[config.mk]
export PLATFORM = sky130hd
export DESIGN_NAME = uart_cmd_responder
export DESIGN_NICKNAME = d
export VERILOG_FILES = /design/src/rtl/uart_cmd_responder.sv
export SDC_FILE = /design/constraint.sdc
export NUM_CORES = 1
export LEC_CHECK = 0
export ABC_CLOCK_PERIOD_IN_PS = 2900
export CORE_UTILIZATION = 55
export CTS_CLUSTER_DIAMETER = 30
export CTS_CLUSTER_SIZE = 20
export DETAILED_ROUTE_END_ITERATION = 10
export GPL_TIMING_DRIVEN = 0
export PLACE_DENSITY_LB_ADDON = 0.25
export SYNTH_ARGS = -nofsm -noshare
export SYNTH_HDL_FRONTEND = slang
export SYNTH_SLANG_ARGS = --single-unit
[constraint.sdc]
create_clock -name clk -period 2.9 [get_ports clk]
set_input_delay 0.58 -clock clk [delete_from_list [all_inputs] [get_ports clk]]
set_output_delay 0.58 -clock clk [all_outputs]
set_load 0.005 [all_outputs]
[src/rtl/uart_cmd_responder.sv]
`default_nettype none
// ============================================================================
// uart_cmd_responder : UART byte-stream to register-bus bridge ('W' a d / 'R' a)
// Rev 1.0 - initial release
// ============================================================================
module uart_cmd_responder #(
    parameter int DATA_WIDTH   = 8,
    parameter int ADDR_WIDTH   = 8,
    parameter int BYTE_TIMEOUT = 1000000,
    parameter int BUS_TIMEOUT  = 255,
    parameter int TO_WIDTH     = 20
) (
    input  logic                  clk,
    input  logic                  rst,
    input  logic                  ce,
    input  logic [DATA_WIDTH-1:0] rx_data,
    input  logic                  rx_empty,
    output logic                  rx_read,
    output logic [DATA_WIDTH-1:0] tx_data,
    input  logic                  tx_full,
    output logic                  tx_write,
    output logic [ADDR_WIDTH-1:0] bus_addr,
    output logic [DATA_WIDTH-1:0] bus_wdata,
    output logic                  bus_we,
    output logic                  bus_re,
    input  logic [DATA_WIDTH-1:0] bus_rdata,
    input  logic                  bus_ack,
    output logic                  busy,
    output logic                  err_pulse
);

    typedef enum logic [2:0] {
        S_IDLE     = 3'd0,
        S_GET_ADDR = 3'd1,
        S_GET_DATA = 3'd2,
        S_BUS      = 3'd3,
        S_SEND     = 3'd4
    } state_t;

    localparam logic [DATA_WIDTH-1:0] c_OP_WRITE = DATA_WIDTH'(8'h57);
    localparam logic [DATA_WIDTH-1:0] c_OP_READ  = DATA_WIDTH'(8'h52);
    localparam logic [DATA_WIDTH-1:0] c_ACK      = DATA_WIDTH'(8'h06);
    localparam logic [DATA_WIDTH-1:0] c_NAK      = DATA_WIDTH'(8'h15);
    localparam logic [TO_WIDTH-1:0]   c_BYTE_LAST = TO_WIDTH'(BYTE_TIMEOUT - 1);
    localparam logic [TO_WIDTH-1:0]   c_BUS_LAST  = TO_WIDTH'(BUS_TIMEOUT - 1);

    state_t                r_state;
    logic                  r_is_write;
    logic                  r_pop_gap;
    logic                  r_push_gap;
    logic                  r_ack_pend;
    logic                  r_bus_we;
    logic                  r_bus_re;
    logic                  r_err;
    logic [TO_WIDTH-1:0]   r_byte_cnt;
    logic [TO_WIDTH-1:0]   r_bus_cnt;
    logic [DATA_WIDTH-1:0] r_tx_data;
    logic [DATA_WIDTH-1:0] r_wdata;
    logic [DATA_WIDTH-1:0] r_rdata_hold;
    logic [ADDR_WIDTH-1:0] r_addr;

    logic                  w_rx_state;
    logic                  w_take;
    logic                  w_push;
    logic                  w_ack;
    logic [DATA_WIDTH-1:0] w_rdata;

    // Pop/push strobes are decoded from registered state so the FIFO acts on the
    // same edge the byte is latched; the gap flags cover the FIFO's lagging flags.
    assign w_rx_state = (r_state == S_IDLE) || (r_state == S_GET_ADDR) || (r_state == S_GET_DATA);
    assign w_take     = ce && !rx_empty && !r_pop_gap && w_rx_state;
    assign w_push     = ce && !tx_full && !r_push_gap && (r_state == S_SEND);
    assign w_ack      = bus_ack || r_ack_pend;
    assign w_rdata    = r_ack_pend ? r_rdata_hold : bus_rdata;

    always_ff @(posedge clk) begin
        if (rst) begin
            r_state      <= S_IDLE;
            r_is_write   <= 1'b0;
            r_pop_gap    <= 1'b0;
            r_push_gap   <= 1'b0;
            r_ack_pend   <= 1'b0;
            r_bus_we     <= 1'b0;
            r_bus_re     <= 1'b0;
            r_err        <= 1'b0;
            r_byte_cnt   <= '0;
            r_bus_cnt    <= '0;
            r_tx_data    <= '0;
            r_wdata      <= '0;
            r_rdata_hold <= '0;
            r_addr       <= '0;
        end else begin
            r_pop_gap  <= w_take;
            r_push_gap <= w_push;
            r_err      <= 1'b0;
            if (!ce) begin
                // An ack seen while stalled is kept, with its data, for the next enabled cycle.
                if ((r_state == S_BUS) && bus_ack && !r_ack_pend) begin
                    r_ack_pend   <= 1'b1;
                    r_rdata_hold <= bus_rdata;
                end
            end else begin
                r_ack_pend <= 1'b0;
                case (r_state)
                    S_IDLE: begin
                        if (w_take) begin
                            r_byte_cnt <= '0;
                            if ((rx_data == c_OP_WRITE) || (rx_data == c_OP_READ)) begin
                                r_is_write <= (rx_data == c_OP_WRITE);
                                r_state    <= S_GET_ADDR;
                            end else begin
                                r_tx_data <= c_NAK;
                                r_err     <= 1'b1;
                                r_state   <= S_SEND;
                            end
                        end
                    end
                    S_GET_ADDR, S_GET_DATA: begin
                        if (w_take) begin
                            r_byte_cnt <= '0;
                            r_bus_cnt  <= '0;
                            if (r_state == S_GET_ADDR) begin
                                r_addr <= rx_data[ADDR_WIDTH-1:0];
                                if (r_is_write) begin
                                    r_state <= S_GET_DATA;
                                end else begin
                                    r_bus_re <= 1'b1;
                                    r_state  <= S_BUS;
                                end
                            end else begin
                                r_wdata  <= rx_data;
                                r_bus_we <= 1'b1;
                                r_state  <= S_BUS;
                            end
                        end else if (r_byte_cnt == c_BYTE_LAST) begin
                            r_byte_cnt <= '0;
                            r_err      <= 1'b1;
                            r_state    <= S_IDLE;
                        end else begin
                            r_byte_cnt <= r_byte_cnt + TO_WIDTH'(1);
                        end
                    end
                    S_BUS: begin
                        if (w_ack) begin
                            r_bus_we  <= 1'b0;
                            r_bus_re  <= 1'b0;
                            r_bus_cnt <= '0;
                            r_tx_data <= r_is_write ? c_ACK : w_rdata;
                            r_state   <= S_SEND;
                        end else if (r_bus_cnt == c_BUS_LAST) begin
                            r_bus_we  <= 1'b0;
                            r_bus_re  <= 1'b0;
                            r_bus_cnt <= '0;
                            r_tx_data <= c_NAK;
                            r_err     <= 1'b1;
                            r_state   <= S_SEND;
                        end else begin
                            r_bus_cnt <= r_bus_cnt + TO_WIDTH'(1);
                        end
                    end
                    S_SEND: begin
                        if (w_push) begin
                            r_state <= S_IDLE;
                        end
                    end
                    default: r_state <= S_IDLE;
                endcase
            end
        end
    end

    assign rx_read   = w_take;
    assign tx_write  = w_push;
    assign tx_data   = r_tx_data;
    assign bus_addr  = r_addr;
    assign bus_wdata = r_wdata;
    assign bus_we    = r_bus_we;
    assign bus_re    = r_bus_re;
    assign busy      = (r_state != S_IDLE);
    assign err_pulse = r_err;

endmodule
`default_nettype wire

# Word level (Yosys, flattened, before mapping)
# Index checks and enable logic that the tools add are counted.
# totals
regBits,82
in_bits,22
output_inout_bits,30
word_cells,110
# classes
add_sub_neg,2
eq_ne,17
mux,40
n_bitwise,2
reduce_logical,35
# op_table
operator,n
20-bit 2-to-1 mux,5
20-bit one-hot mux with 2 select lines,2
8-bit 2-to-1 mux,6
20-bit by 1-bit adder with 20-bit output (second input constant),2
3-bit 2-to-1 mux,8
20-bit == test (second input constant),1
20-bit by 8-bit == test with 1-bit output (second input constant),1
8-bit by 7-bit == test with 1-bit output (second input constant),2
8-bit one-hot mux with 2 select lines,1
5-bit AND reduction,3
1-bit 2-to-1 mux,14
2-bit != test (second input constant),7
3-bit one-hot mux with 4 select lines,1
4-bit AND reduction,3
1-bit logical AND,8
3-bit by 2-bit == test with 1-bit output (second input constant),2
3-bit AND reduction,2
6-bit AND reduction,1
2-bit nonzero test,3
2-bit OR reduction,3
1-bit zero test,5
1-bit logical OR,4
1-bit one-hot mux with 2 select lines,2
3-bit by 1-bit == test with 1-bit output (second input constant),1
8 further kinds,9

# Logic depth before layout (Yosys ltp)
# logic_depth
word_depth,6
depth_mapped,8
ltp_nobuf,7

# Worst setup path after synthesis
# Ideal clock, no wire load.
# synth_timing
path_kind,register to register
start,register r_bus_cnt[0]
end,"register r_tx_data[3], in the netlist tx_data[3]"
setup_ps,72
arrival_time_ps,2067
t_required_ps,2828
setup_slack_ps,761
stages_incl_launch_ff,9
path_buffers,1
period_less_slack_ps,2139
path_cell_list,dfxtp_1 > inv_1 > ha_1 > or4b_2 > nor4_4 > a21o_4 > and3_1 > buf_6 > mux2i_1
# synth_via
elab_chain_len,3
# synth_lines
item,line_no,source
from (decl),56,logic [TO_WIDTH-1:0] r_bus_cnt;
from (signal assigned),158,r_bus_cnt <= r_bus_cnt + TO_WIDTH'(1);
20-bit by 8-bit == test with 1-bit output,150,end else if (r_bus_cnt == c_BUS_LAST) begin
3-bit by 2-bit != test with 1-bit output (no line),n/a,
5-bit AND reduction (no line),n/a,
to (signal assigned),112,r_tx_data <= c_NAK;
to (signal assigned),148,r_tx_data <= r_is_write ? c_ACK : w_rdata;
to (signal assigned),154,r_tx_data <= c_NAK;
to (decl),57,logic [DATA_WIDTH-1:0] r_tx_data;
# Every way passes these cells.
# A chain may end at the register's enable or synchronous reset.

# Worst setup path in the final report
# layout_timing
start,input port ce
end,output port rx_read
# layout_via
elab_chain_len,3
# layout_lines
item,line_no,source
from (decl),15,"input logic ce,"
1-bit logical AND (3 in series),71,assign w_take = ce && !rx_empty && !r_pop_gap && w_rx_state;
to (decl),18,"output logic rx_read,"
# Every way passes these cells.

==> impl_summary.log <==
[metrics] post-DR vias/cell: 6.02
[metrics] instance count of the mapped netlist: 484
[metrics] hold wc startpoint: tx_data[6]
[metrics] number of cells on the critical path: 6
[metrics] Final HPWL DP: 7170 um
[metrics] post-layout util: 68.3%
[metrics] worst setup slack for register-to-register paths: 0.46 ns
[metrics] number of antenna violations at the first check in global routing: 0
[metrics] Wirelength per Cell: 15.6 um
[metrics] compound-gate portion of the synthesized area: 12.6%
[metrics] initial core utilization: 56.7%
[metrics] Non-Filler Cell Area, Final: 4950 um2
[metrics] Final Max Tran Viols: 0
[metrics] residual DRC count: 0
[metrics] post-synthesis share of cell area spent on and, or, nand and nor gates: 30.7%
[metrics] area of the core region: 7250 um2
[metrics] layout cell share with drive strength beyond 1: 7.27%
[metrics] quantity of hold-fixing buffers added after cts: 0
[metrics] number of H-tree levels: 3
[metrics] flip-flop and latch count after synthesis: 82
[metrics] chip width: 88.5 um
[metrics] buffers and inverters on the worst path: 4
[metrics] mux share of post-synthesis cell area: 8.89%
[metrics] top achievable clock speed: 364 MHz
[metrics] number of gates resized after CTS: 1
[metrics] Syn-to-layout area delta: 20.4%
[metrics] dominant combinational cell family by area after synthesis: simple AND/OR/NAND/NOR gates
[metrics] largest net degree at the start of global routing: 17
[metrics] Psw: 0.000561 W
[metrics] status: complete, no violations
[metrics] sequential power share: 52.3%
[metrics] number of library cell types mapped by synthesis: 59
[metrics] Main synth FF type: dfxtp_1
[metrics] remaining max-slew budget at the tightest pin: 46.0%
[metrics] total number of nets in the final design: 570
[metrics] number of synthesized flops with an enable pin: 0
[metrics] post-synthesis instance area: 4110 um2
[metrics] count of routing violations after the opening detailed-route iteration: 331
[metrics] combinational share of power: 7.1%
[metrics] critical path data required time: 2.32 ns
[metrics] vertical die dimension: 88.5 um
[metrics] worst reg2reg path depth: 8
[metrics] Placement Rows: 31
[metrics] most frequent standard cell in the layout excluding fill and tap cells: dfxtp_1
[metrics] leakage power: 1.82 nW
[metrics] syn avg cell area: 8.49 um2
[metrics] capture endpoint of the worst hold path: tx_data[6]
[metrics] count of input and output buffers: 50
[metrics] Critical Setup Path Class: input port to primary output
[metrics] fraction of synthesized cell area in xor and xnor cells: 3.83%
[metrics] via count of the first global-routing pass: 3578
[metrics] maximum clock insertion buffer count: 2
[metrics] Overflow after GRT: 0
[metrics] global router's overall resource usage: 27.1%
[metrics] power per cell area: 440 nW/um2
[metrics] post-synthesis async set-or-reset flop share: 0%
[metrics] CP Launch Type: input port
[metrics] delay-heaviest family, CP: buffers and inverters
[metrics] number of setup buffers added after CTS: 0
[metrics] number of warnings issued by yosys: 0
[metrics] Final setup violation count: 0
[metrics] Slowest Stage Delay on Critical Path: 0.50 ns
[metrics] cell-by-cell listing of the critical path: clkbuf_1, nor2b_1, buf_2, nand3_1, inv_1, clkdlybuf4s50_1
[metrics] Worst R2R End: tx_data[7]
[metrics] CP max FO: 10
[metrics] worst min-delay path class: register to register
[metrics] Post-Place Cell Area: 4740 um2
[metrics] worst-skew pair later-pin latency: 0.37 ns
[metrics] cell internal pwr: 0.00162 W
[metrics] number of CTS-inserted buffers: 9
[metrics] worst clock skew: 0.00810 ns
[metrics] clock-pin transition on the worst setup and hold timing paths: 0.09 ns
[metrics] post-layout total power: 0.00218 W
[metrics] sinks on the clock net: 82
[metrics] CTS root buffer: clkbuf_8
[metrics] endpoint type of the worst setup path: primary output
[metrics] post-synthesis sequential area ratio: 39.9%
[metrics] Hold Path Depth: 2
[metrics] count of pins on the block boundary: 52
[metrics] post-layout min period: 2.75 ns
[metrics] setup repair after global routing missed its margin: no
[metrics] Post-Route WL: 10100 um
[metrics] slowest stage cell, crit path: clkdlybuf4s50_1
[metrics] die area: 7830 um2
[metrics] number of inserted diodes: 0
[metrics] post-route antenna net violation count: 0
[metrics] share of total power in the clock network: 40.7%
[metrics] transition time at the pin with the least slew margin: 0.808 ns
[metrics] synthesized netlist net count: 509
[metrics] launch instance of the worst register-to-register path: r_bus_cnt[0]
[metrics] Placer Congestion: 0.876
[metrics] CTS tree: built
[metrics] max-cap violation count: 0
[metrics] final hold violation count: 0
[metrics] switching power share of the total: 25.8%
[metrics] global-route wire length before repair: 16500 um
[metrics] TritonRoute pass-1 iters: 5
[metrics] highest-count cells in the layout ignoring fill and taps: dfxtp_1, nor2_1, clkdlybuf4s50_1
[metrics] Arrival @ worst endpoint: 2.17 ns
[metrics] maximum VDD drop: 0.000339 V
[metrics] arithmetic-cell share of the synthesized area counting full adders, half adders and majority gates: 0.913%
[metrics] Final Cycle Share: 94.8%
[metrics] total negative slack for setup checks: 0 ns
[metrics] vias: 3907
power by group through the flow:
| stage | combinational [W] | sequential [W] | clock, W |
|---|---|---|---|
| after floorplan | 0.0000783 | 0.00116 | 0 |
| after global placement | 0.000150 | 0.00116 | 0 |
| after detailed placement | 0.000152 | 0.00116 | 0 |
| after CTS | 0.000153 | 0.00114 | 0.000890 |
| after global routing | 0.000168 | 0.00114 | 0.000934 |
| final | 0.000154 | 0.00114 | 0.000885 |
cells in the mapped netlist (2+ instances only):
master / count / area [um2]
dfxtp_1: 82 / 1640
or4b_2: 2 / 20.0
a2111oi_2: 2 / 30.0
or4_1: 6 / 45.0
or2_2: 3 / 18.8
a31oi_1: 6 / 37.5
mux2_2: 4 / 45.0
o21ai_0: 13 / 65.1
nor4_1: 8 / 50.1
and3_1: 8 / 50.1
a2111oi_0: 2 / 17.5
a211oi_1: 5 / 37.5
and2_1: 6 / 37.5
mux2i_1: 32 / 320
nor4b_1: 3 / 26.3
o21a_1: 3 / 22.5
nor3_1: 17 / 85.1
nor2b_1: 7 / 43.8
a221o_1: 2 / 20.0
xor2_1: 10 / 87.6
nand2b_1: 3 / 18.8
ha_1: 3 / 37.5
nor2_1: 61 / 229
or3_1: 8 / 50.1
o2111ai_1: 2 / 17.5
o21ai_1: 2 / 10.0
xnor2_1: 8 / 70.1
nand2_1: 42 / 158
nand4_1: 16 / 100
a21oi_1: 26 / 130
and4_1: 3 / 26.3
buf_1: 2 / 7.51
a2bb2oi_1: 2 / 17.5
a21oi_2: 2 / 17.5
nand3_1: 27 / 135
nand4b_1: 3 / 26.3
nor3b_1: 3 / 22.5
nand3b_1: 4 / 30.0
inv_1: 7 / 26.3
buf_2: 4 / 20.0
clkbuf_1: 17 / 63.8
sequential cells by signal, summed over array words and instances, names as in the netlist, 3 cells and up:
name / flops
bus_wdata: 8
tx_data: 8
bus_addr: 8
r_byte_cnt: 20
r_rdata_hold: 8
r_state: 3
r_bus_cnt: 20
area by class of cell:
cell class / instances / area [um2]
buffer: 24 / 103
clock buffer: 9 / 124
clock inverter: 7 / 83.8
fill: 612 / 2300
inverter: 7 / 26.3
multi-input combinational: 371 / 2350
sequential: 82 / 1640
tap: 99 / 124
timing repair buffer: 50 / 500
logic make-up after synthesis:
logic type | count (synthesis)
mux | 36
xor+xnor | 18
buf+inv | 31
fa+ha+maj | 3
compound gates | 77
flops | 82
simple gates | 237
worst register-to-register path, stage by stage, from the launching register on:
cell and delay [ns]:
dfxtp_1 0.34, inv_1 0.10, ha_1 0.18, or4b_2 0.62, nor4_4 0.34, a21o_4 0.25
and3_1 0.18, buf_6 0.15, mux2i_1 0.21
routing by layer:
layer / global-route usage (%) / up-vias / wire length (um)
met4: 11.7 / 0 / 244
met3: 4.85 / 24 / 618
met2: 44.7 / 146 / 4890
met5: 0 / - / 0
li1: - / 1877 / -
met1: 34.9 / 1860 / 4360
through the flow:
stage | worst slack (ns) | hold WS, ns | instances
after detailed placement | -0.103 | 0.461 | 633
after global placement | -0.0966 | 0.446 | 633
after CTS | 0.0795 | 0.474 | 649
final | 0.152 | 0.470 | 649
after floorplan | 0.761 | 0.451 | 484
after global routing | 0.0361 | 0.493 | 649
how the worst max path moves through the flow:
stage | to | from
final | rx_read | ce
after detailed placement | bus_re | rx_empty
after global placement | bus_re | rx_empty
after global routing | rx_read | ce
after floorplan | tx_data[3] | r_bus_cnt[0]
after CTS | rx_read | rx_empty
(Power assumes the default switching activity.)
